`config.mk`:
```
export PLATFORM = sky130hd
export DESIGN_NAME = rs_syndrome_calc
export DESIGN_NICKNAME = d
export VERILOG_FILES = /design/src/rtl/rs_pkg.sv /design/src/rtl/gf16_mul.sv /design/src/rtl/rs_syndrome_calc.sv
export SDC_FILE = /design/constraint.sdc
export NUM_CORES = 1
export LEC_CHECK = 0
export ABC_AREA = 1
export BUFFER_PORTS_ARGS = -buffer_cell sky130_fd_sc_hd__buf_2
export CAP_MARGIN = 20
export CORE_MARGIN = 2
export CORE_UTILIZATION = 59
export CTS_CLUSTER_DIAMETER = 150
export CTS_CLUSTER_SIZE = 25
export DETAILED_ROUTE_END_ITERATION = 6
export HOLD_SLACK_MARGIN = 0.08
export PLACE_DENSITY = 0.81
export REMOVE_ABC_BUFFERS = 1
export SKIP_LAST_GASP = 1
export SYNTH_ARGS = -nofsm -noshare
export SYNTH_HDL_FRONTEND = slang
export SYNTH_HIERARCHICAL = 1
export SYNTH_SLANG_ARGS = --single-unit
```
`constraint.sdc`:
```
create_clock -name clk -period 2.1 [get_ports clk]
set_clock_uncertainty 0.15 [all_clocks]
set_input_delay 0 -clock clk [delete_from_list [all_inputs] [get_ports clk]]
set_output_delay 0 -clock clk [all_outputs]
set_load 0.05 [all_outputs]
```
`src/rtl/rs_pkg.sv`:
```
// rtl/rs_pkg.sv - shared constants, types and GF(16) tables for the RS(15,9) decode path
package rs_pkg;

    localparam int N_SYM    = 15;
    localparam int K_SYM    = 9;
    localparam int SYM_W    = 4;
    localparam int NUM_SYND = N_SYM - K_SYM;
    localparam int CNT_W    = 4;

    typedef logic [SYM_W-1:0] gf_sym_t;

    // x^4 + x + 1
    localparam logic [SYM_W:0] PRIM_POLY = 5'b10011;

    // ALPHA_POW[k] = alpha^k with alpha = 0010
    localparam gf_sym_t ALPHA_POW [N_SYM] = '{
        4'h1, 4'h2, 4'h4, 4'h8, 4'h3, 4'h6, 4'hC, 4'hB,
        4'h5, 4'hA, 4'h7, 4'hE, 4'hF, 4'hD, 4'h9
    };

    typedef enum logic {
        IDLE    = 1'b0,
        COMPUTE = 1'b1
    } state_t;

endpackage

```
`src/rtl/gf16_mul.sv`:
```
// rtl/gf16_mul.sv - combinational GF(2^4) multiplier, polynomial product reduced mod x^4+x+1
module gf16_mul
    import rs_pkg::*;
(
    input  logic [SYM_W-1:0] i_a,
    input  logic [SYM_W-1:0] i_b,
    output logic [SYM_W-1:0] o_p
);

    logic [2*SYM_W-2:0] w_prod;

    // Carry-less product, then fold the high terms back using the field polynomial
    always_comb begin
        w_prod = '0;
        for (int i = 0; i < SYM_W; i++) begin
            if (i_b[i]) begin
                w_prod = w_prod ^ ({{(SYM_W-1){1'b0}}, i_a} << i);
            end
        end
        for (int k = 2*SYM_W-2; k >= SYM_W; k--) begin
            if (w_prod[k]) begin
                w_prod = w_prod ^ ({{(SYM_W-2){1'b0}}, PRIM_POLY} << (k - SYM_W));
            end
        end
    end

    assign o_p = w_prod[SYM_W-1:0];

endmodule

```
`src/rtl/rs_syndrome_calc.sv`:
```
// rtl/rs_syndrome_calc.sv - serial Horner syndrome calculator for RS(15,9); optional RS_SYND_ERR_FLAG_EN adds error flag and counter
module rs_syndrome_calc
    import rs_pkg::*;
(
    input  logic                   clk,
    input  logic                   rst,
    input  logic [N_SYM*SYM_W-1:0] codeWordVector,
    input  logic                   start,
    output logic                   busy,
    output logic                   synd_valid,
    output logic [NUM_SYND*SYM_W-1:0] syndromes
`ifdef RS_SYND_ERR_FLAG_EN
    ,
    output logic                   synd_nonzero,
    output logic [7:0]             err_word_count
`endif
);

    state_t                      r_state;
    logic [N_SYM*SYM_W-1:0]      r_cw;
    logic [CNT_W-1:0]            r_cnt;
    gf_sym_t                     r_acc [NUM_SYND];
    logic                        r_busy;
    logic                        r_valid;
    logic [NUM_SYND*SYM_W-1:0]   r_synd;

    gf_sym_t                     w_syms [N_SYM];
    gf_sym_t                     w_sym;
    gf_sym_t                     w_mul  [NUM_SYND];
    gf_sym_t                     w_next [NUM_SYND];
    logic [NUM_SYND*SYM_W-1:0]   w_next_flat;
    logic                        w_done;

    for (genvar i = 0; i < N_SYM; i++) begin : g_split
        assign w_syms[i] = r_cw[i*SYM_W +: SYM_W];
    end

    // Symbols are consumed highest degree first so Horner ends on the constant term
    assign w_sym  = w_syms[r_cnt];
    assign w_done = (r_state == COMPUTE) && (r_cnt == '0);

    for (genvar j = 0; j < NUM_SYND; j++) begin : g_horner
        gf16_mul u_mul (
            .i_a (r_acc[j]),
            .i_b (ALPHA_POW[j+1]),
            .o_p (w_mul[j])
        );
        assign w_next[j] = w_mul[j] ^ w_sym;
        assign w_next_flat[j*SYM_W +: SYM_W] = w_next[j];
    end

    // Control FSM plus accumulators; the result register is loaded on the last symbol step
    always_ff @(posedge clk) begin
        if (rst) begin
            r_state <= IDLE;
            r_cw    <= '0;
            r_cnt   <= '0;
            r_busy  <= 1'b0;
            r_valid <= 1'b0;
            r_synd  <= '0;
            for (int j = 0; j < NUM_SYND; j++) begin
                r_acc[j] <= '0;
            end
        end else begin
            r_valid <= 1'b0;
            case (r_state)
                IDLE: begin
                    if (start) begin
                        r_cw    <= codeWordVector;
                        r_cnt   <= CNT_W'(N_SYM - 1);
                        r_busy  <= 1'b1;
                        r_state <= COMPUTE;
                        for (int j = 0; j < NUM_SYND; j++) begin
                            r_acc[j] <= '0;
                        end
                    end
                end
                COMPUTE: begin
                    for (int j = 0; j < NUM_SYND; j++) begin
                        r_acc[j] <= w_next[j];
                    end
                    if (r_cnt == '0) begin
                        r_synd  <= w_next_flat;
                        r_valid <= 1'b1;
                        r_busy  <= 1'b0;
                        r_state <= IDLE;
                    end else begin
                        r_cnt <= r_cnt - 1'b1;
                    end
                end
                default: begin
                    r_state <= IDLE;
                end
            endcase
        end
    end

    assign busy       = r_busy;
    assign synd_valid = r_valid;
    assign syndromes  = r_synd;

`ifdef RS_SYND_ERR_FLAG_EN
    logic       r_nonzero;
    logic [7:0] r_err_cnt;

    // Nonzero flag tracks the syndrome register; counter saturates rather than wrapping
    always_ff @(posedge clk) begin
        if (rst) begin
            r_nonzero <= 1'b0;
            r_err_cnt <= '0;
        end else if (w_done) begin
            r_nonzero <= |w_next_flat;
            if ((|w_next_flat) && (r_err_cnt != 8'hFF)) begin
                r_err_cnt <= r_err_cnt + 8'd1;
            end
        end
    end

    assign synd_nonzero   = r_nonzero;
    assign err_word_count = r_err_cnt;
`endif

endmodule

```
==> flow_summary.yaml <==
status:
  status: "complete, no violations"
layout:
  syn2layout_area_growth_pct: 32.2
  post-route-util_pct: 79.1
  ff_latch_area_sq_um: 2540
  post_route_cells_drive_above_1_share_pct: 14.9
  final_nets: 1408
  fillers: 837
  fin_area_sq_um: 9380
  multiInputGateArea_sq_um: 4370
  final_cell_count_no_fill: 1504
  final_cell_mix: "370 x nand2_1, 122 x nand3_1, 120 x conb_1, 115 x inv_1, 90 x dfxtp_1"
  n_antenna_cell: 0
  final_common_cell: "nand2_1"
setup_path:
  path_depth: 8
  critPathMaxFanout: 12
  reg2reg_depth: 8
  r2r_start: "r_cnt[1]"
  crit_type: "reg2reg"
  timing.critical_path.buf_inv: 1
  max_stage_delay_ns: 0.44
  cp-startpoint: "r_cnt[1]"
  r2r_slack_ns: 0.10
  worstSetupEndpointType: "register"
  cp.arrival_ns: 2.00
  slowest_stage: "dfxtp_1"
  worst_setup_path_start_kind: "register"
  crit_family: "simple AND/OR/NAND/NOR gates"
  cp-endpoint: "r_acc[4][3]"
  critPathRequiredTime_ns: 2.11
  timing.rr.end: "r_acc[4][3]"
  crit_path_cell_trace: "buf_4, nand3_1, nand3_1, nand3_2, nand2_4, nand2_1, nand2_1, nor2_1"
grt:
  grt-busiest-layer: "met2"
  gr-usage-met1_pct: 34.8
  grt_max_degree: 61
  grt_overflow: 0
  met3_usage_pct: 6.27
  grt_use_total_pct: 30.9
  grt_pass1_wl_um: 31900
  grt_pass1_vias: 7045
  gr-usage-met2_pct: 56.6
  antenna_found_initial: 0
timing:
  setup_viol: 0
  slew_violations: 0
  final.min_clock_period_ns: 2.00
  rsz0062_at_grt: "no"
  setup_tns_ns: 0
  hold_violations: 0
  hold_ws_ns: 0.218
  fin_ws_ns: 0.104
  finalCritPeriodShare_pct: 95.0
  max_freq_ghz: 0.501
logic_synthesis:
  ys_seq_area_share_pct: 35.8
  synthXorXnorAreaFrac_pct: 7.94
  yosys.area_share.adder_pct: 0.176
  synth-simple-area-share_pct: 38.3
  synth-compound-area-share_pct: 8.54
  muxShareOfSynthArea_pct: 0
  syn_inst: 1077
  synth_cell_types: 27
  synth_warnings: 6
  syn-cell-area_sq_um: 7090
  synth_area_per_cell_sq_um: 6.59
  ys_ff_latch: 115
  synth_top_family_by_area: "simple AND/OR/NAND/NOR gates"
floorplan:
  start_util_pct: 59.8
  ios: 89
  core_sq_um: 11900
  die-area_sq_um: 12900
  die_h_um: 114
  die_x_um: 114
  rows: 40
routing:
  vias: 7559
  first_pass_iters: 5
  drtIter0Drc: 469
  vias_per_cell: 5.03
  drt-total-wl_um: 19900
  drc: 0
  wire_per_inst_um: 13.2
  antenna_left: 0
power:
  p_leak_nw: 4.76
  ir_drop_mv: 0.632
  powerDensity_nw_per_um2: 840
  power.total_mw: 7.88
job:
  cap_violations: 0
placed_design:
  placed_cells: 1409
  place_area_sq_um: 8130
  dpl.hpwl_um: 11900
  port_buffers: 88
  pre_cts_slack_ns: 0.120
  finalWeightedCongestion: 0.813
cts:
  cts_sinks: 115
  clkTransAtPathRegs_ns: 0.06
  cts_tree: "yes"
  cts_root_buf: "clkbuf_16"
  cts-buffers-inserted: 17
  clk_latency_ns: 0.42
  htreeDepth: 4
  clk_path_buf_depth: 2
worst_hold_path:
  hold_depth: 4
  hold_class: "in2reg"
==> per-layer routing <==
metal	vias up	part of all wire (%)
li1	3812	-
met2	313	53
met1	3373	38
met5	-	0
met4	0	2.9
met3	61	6.2
==> cell usage after synthesis <==
| cell | n | area share [%] |
|---|---|---|
| a21oi_1 | 55 | 3.9 |
| a311oi_1 | 1 | 0.12 |
| a31oi_1 | 1 | 0.088 |
| buf_2 | 12 | 0.85 |
| buf_4 | 3 | 0.32 |
| buf_6 | 4 | 0.63 |
| clkbuf_1 | 19 | 1.0 |
| conb_1 | 2 | 0.11 |
| dfxtp_1 | 91 | 26 |
| edfxtp_1 | 24 | 10 |
| ha_1 | 1 | 0.18 |
| inv_1 | 115 | 6.1 |
| inv_2 | 3 | 0.16 |
| inv_4 | 1 | 0.088 |
| nand2_1 | 370 | 20 |
| nand2_2 | 28 | 2.5 |
| nand3_1 | 122 | 8.6 |
| nand3_2 | 8 | 1.1 |
| nand3b_1 | 12 | 1.3 |
| nor2_1 | 74 | 3.9 |
| nor2_2 | 13 | 1.1 |
| nor2_4 | 1 | 0.16 |
| o21ai_0 | 62 | 4.4 |
| o21ai_1 | 1 | 0.070 |
| xnor2_1 | 12 | 1.5 |
| xnor2_2 | 12 | 2.8 |
| xor2_1 | 30 | 3.7 |
==> tightest hold or removal path: cells and delay by family <==
kind | cells | cell delay, ns
buffers and inverters | 2 | 0.62
AND/OR/NAND/NOR | 2 | 0.13
==> flip-flops by register name, indices dropped and copies added (netlist names) <==
| register | cells |
|---|---|
| syndromes | 24 |
| busy | 1 |
| r_cnt | 4 |
| r_acc | 24 |
| r_cw | 60 |
| synd_valid | 1 |
| r_state | 1 |
==> cells by family (layout without fill, tap and decap cells) <==
family | count (synthesis) | count (layout)
other | 2 | 120
adders and majority gates | 1 | 1
buffers and inverters | 157 | 319
DFF | 115 | 115
AOI/OAI and AO/OA | 120 | 120
xor gates and xnor gates | 54 | 54
and+or+nand+nor | 628 | 628
==> timing repair <==
action	CTS	global route
hold buffers	63	0
resized for setup	0	7
hold endpoints to repair	94	0
buffers inserted	0	0
endpoints found under the setup margin	0	14
==> power by group <==
| part | switching, mW | total, mW | internal [mW] |
|---|---|---|---|
| Combinational | 1.52 | 2.35 | 0.823 |
| Sequential | 0.166 | 2.65 | 2.48 |
| Clock | 1.07 | 2.88 | 1.81 |
| Total | 2.76 | 7.88 | 5.12 |
==> final cells by class <==
cell class	instances	share of cell area, %
clock inverter	9	0.961
clock buffer	23	5.34
sequential	115	27.1
multi-input combinational	923	46.6
tap	147	1.96
timing repair buffer	168	13.2
inverter	119	4.82
==> worst min-delay path by stage <==
stage	start	endpoint	slack [ns]
final	codeWordVector[58]	r_cw[58]	0.22
after global routing	codeWordVector[58]	r_cw[58]	0.24
after CTS	codeWordVector[48]	r_cw[48]	0.19
after detailed placement	codeWordVector[48]	r_cw[48]	0.08
after global placement	codeWordVector[48]	r_cw[48]	0.08
after floorplan	rst	r_cnt[3]	-0.08
No activity file was read; power rests on OpenSTA's default activity.
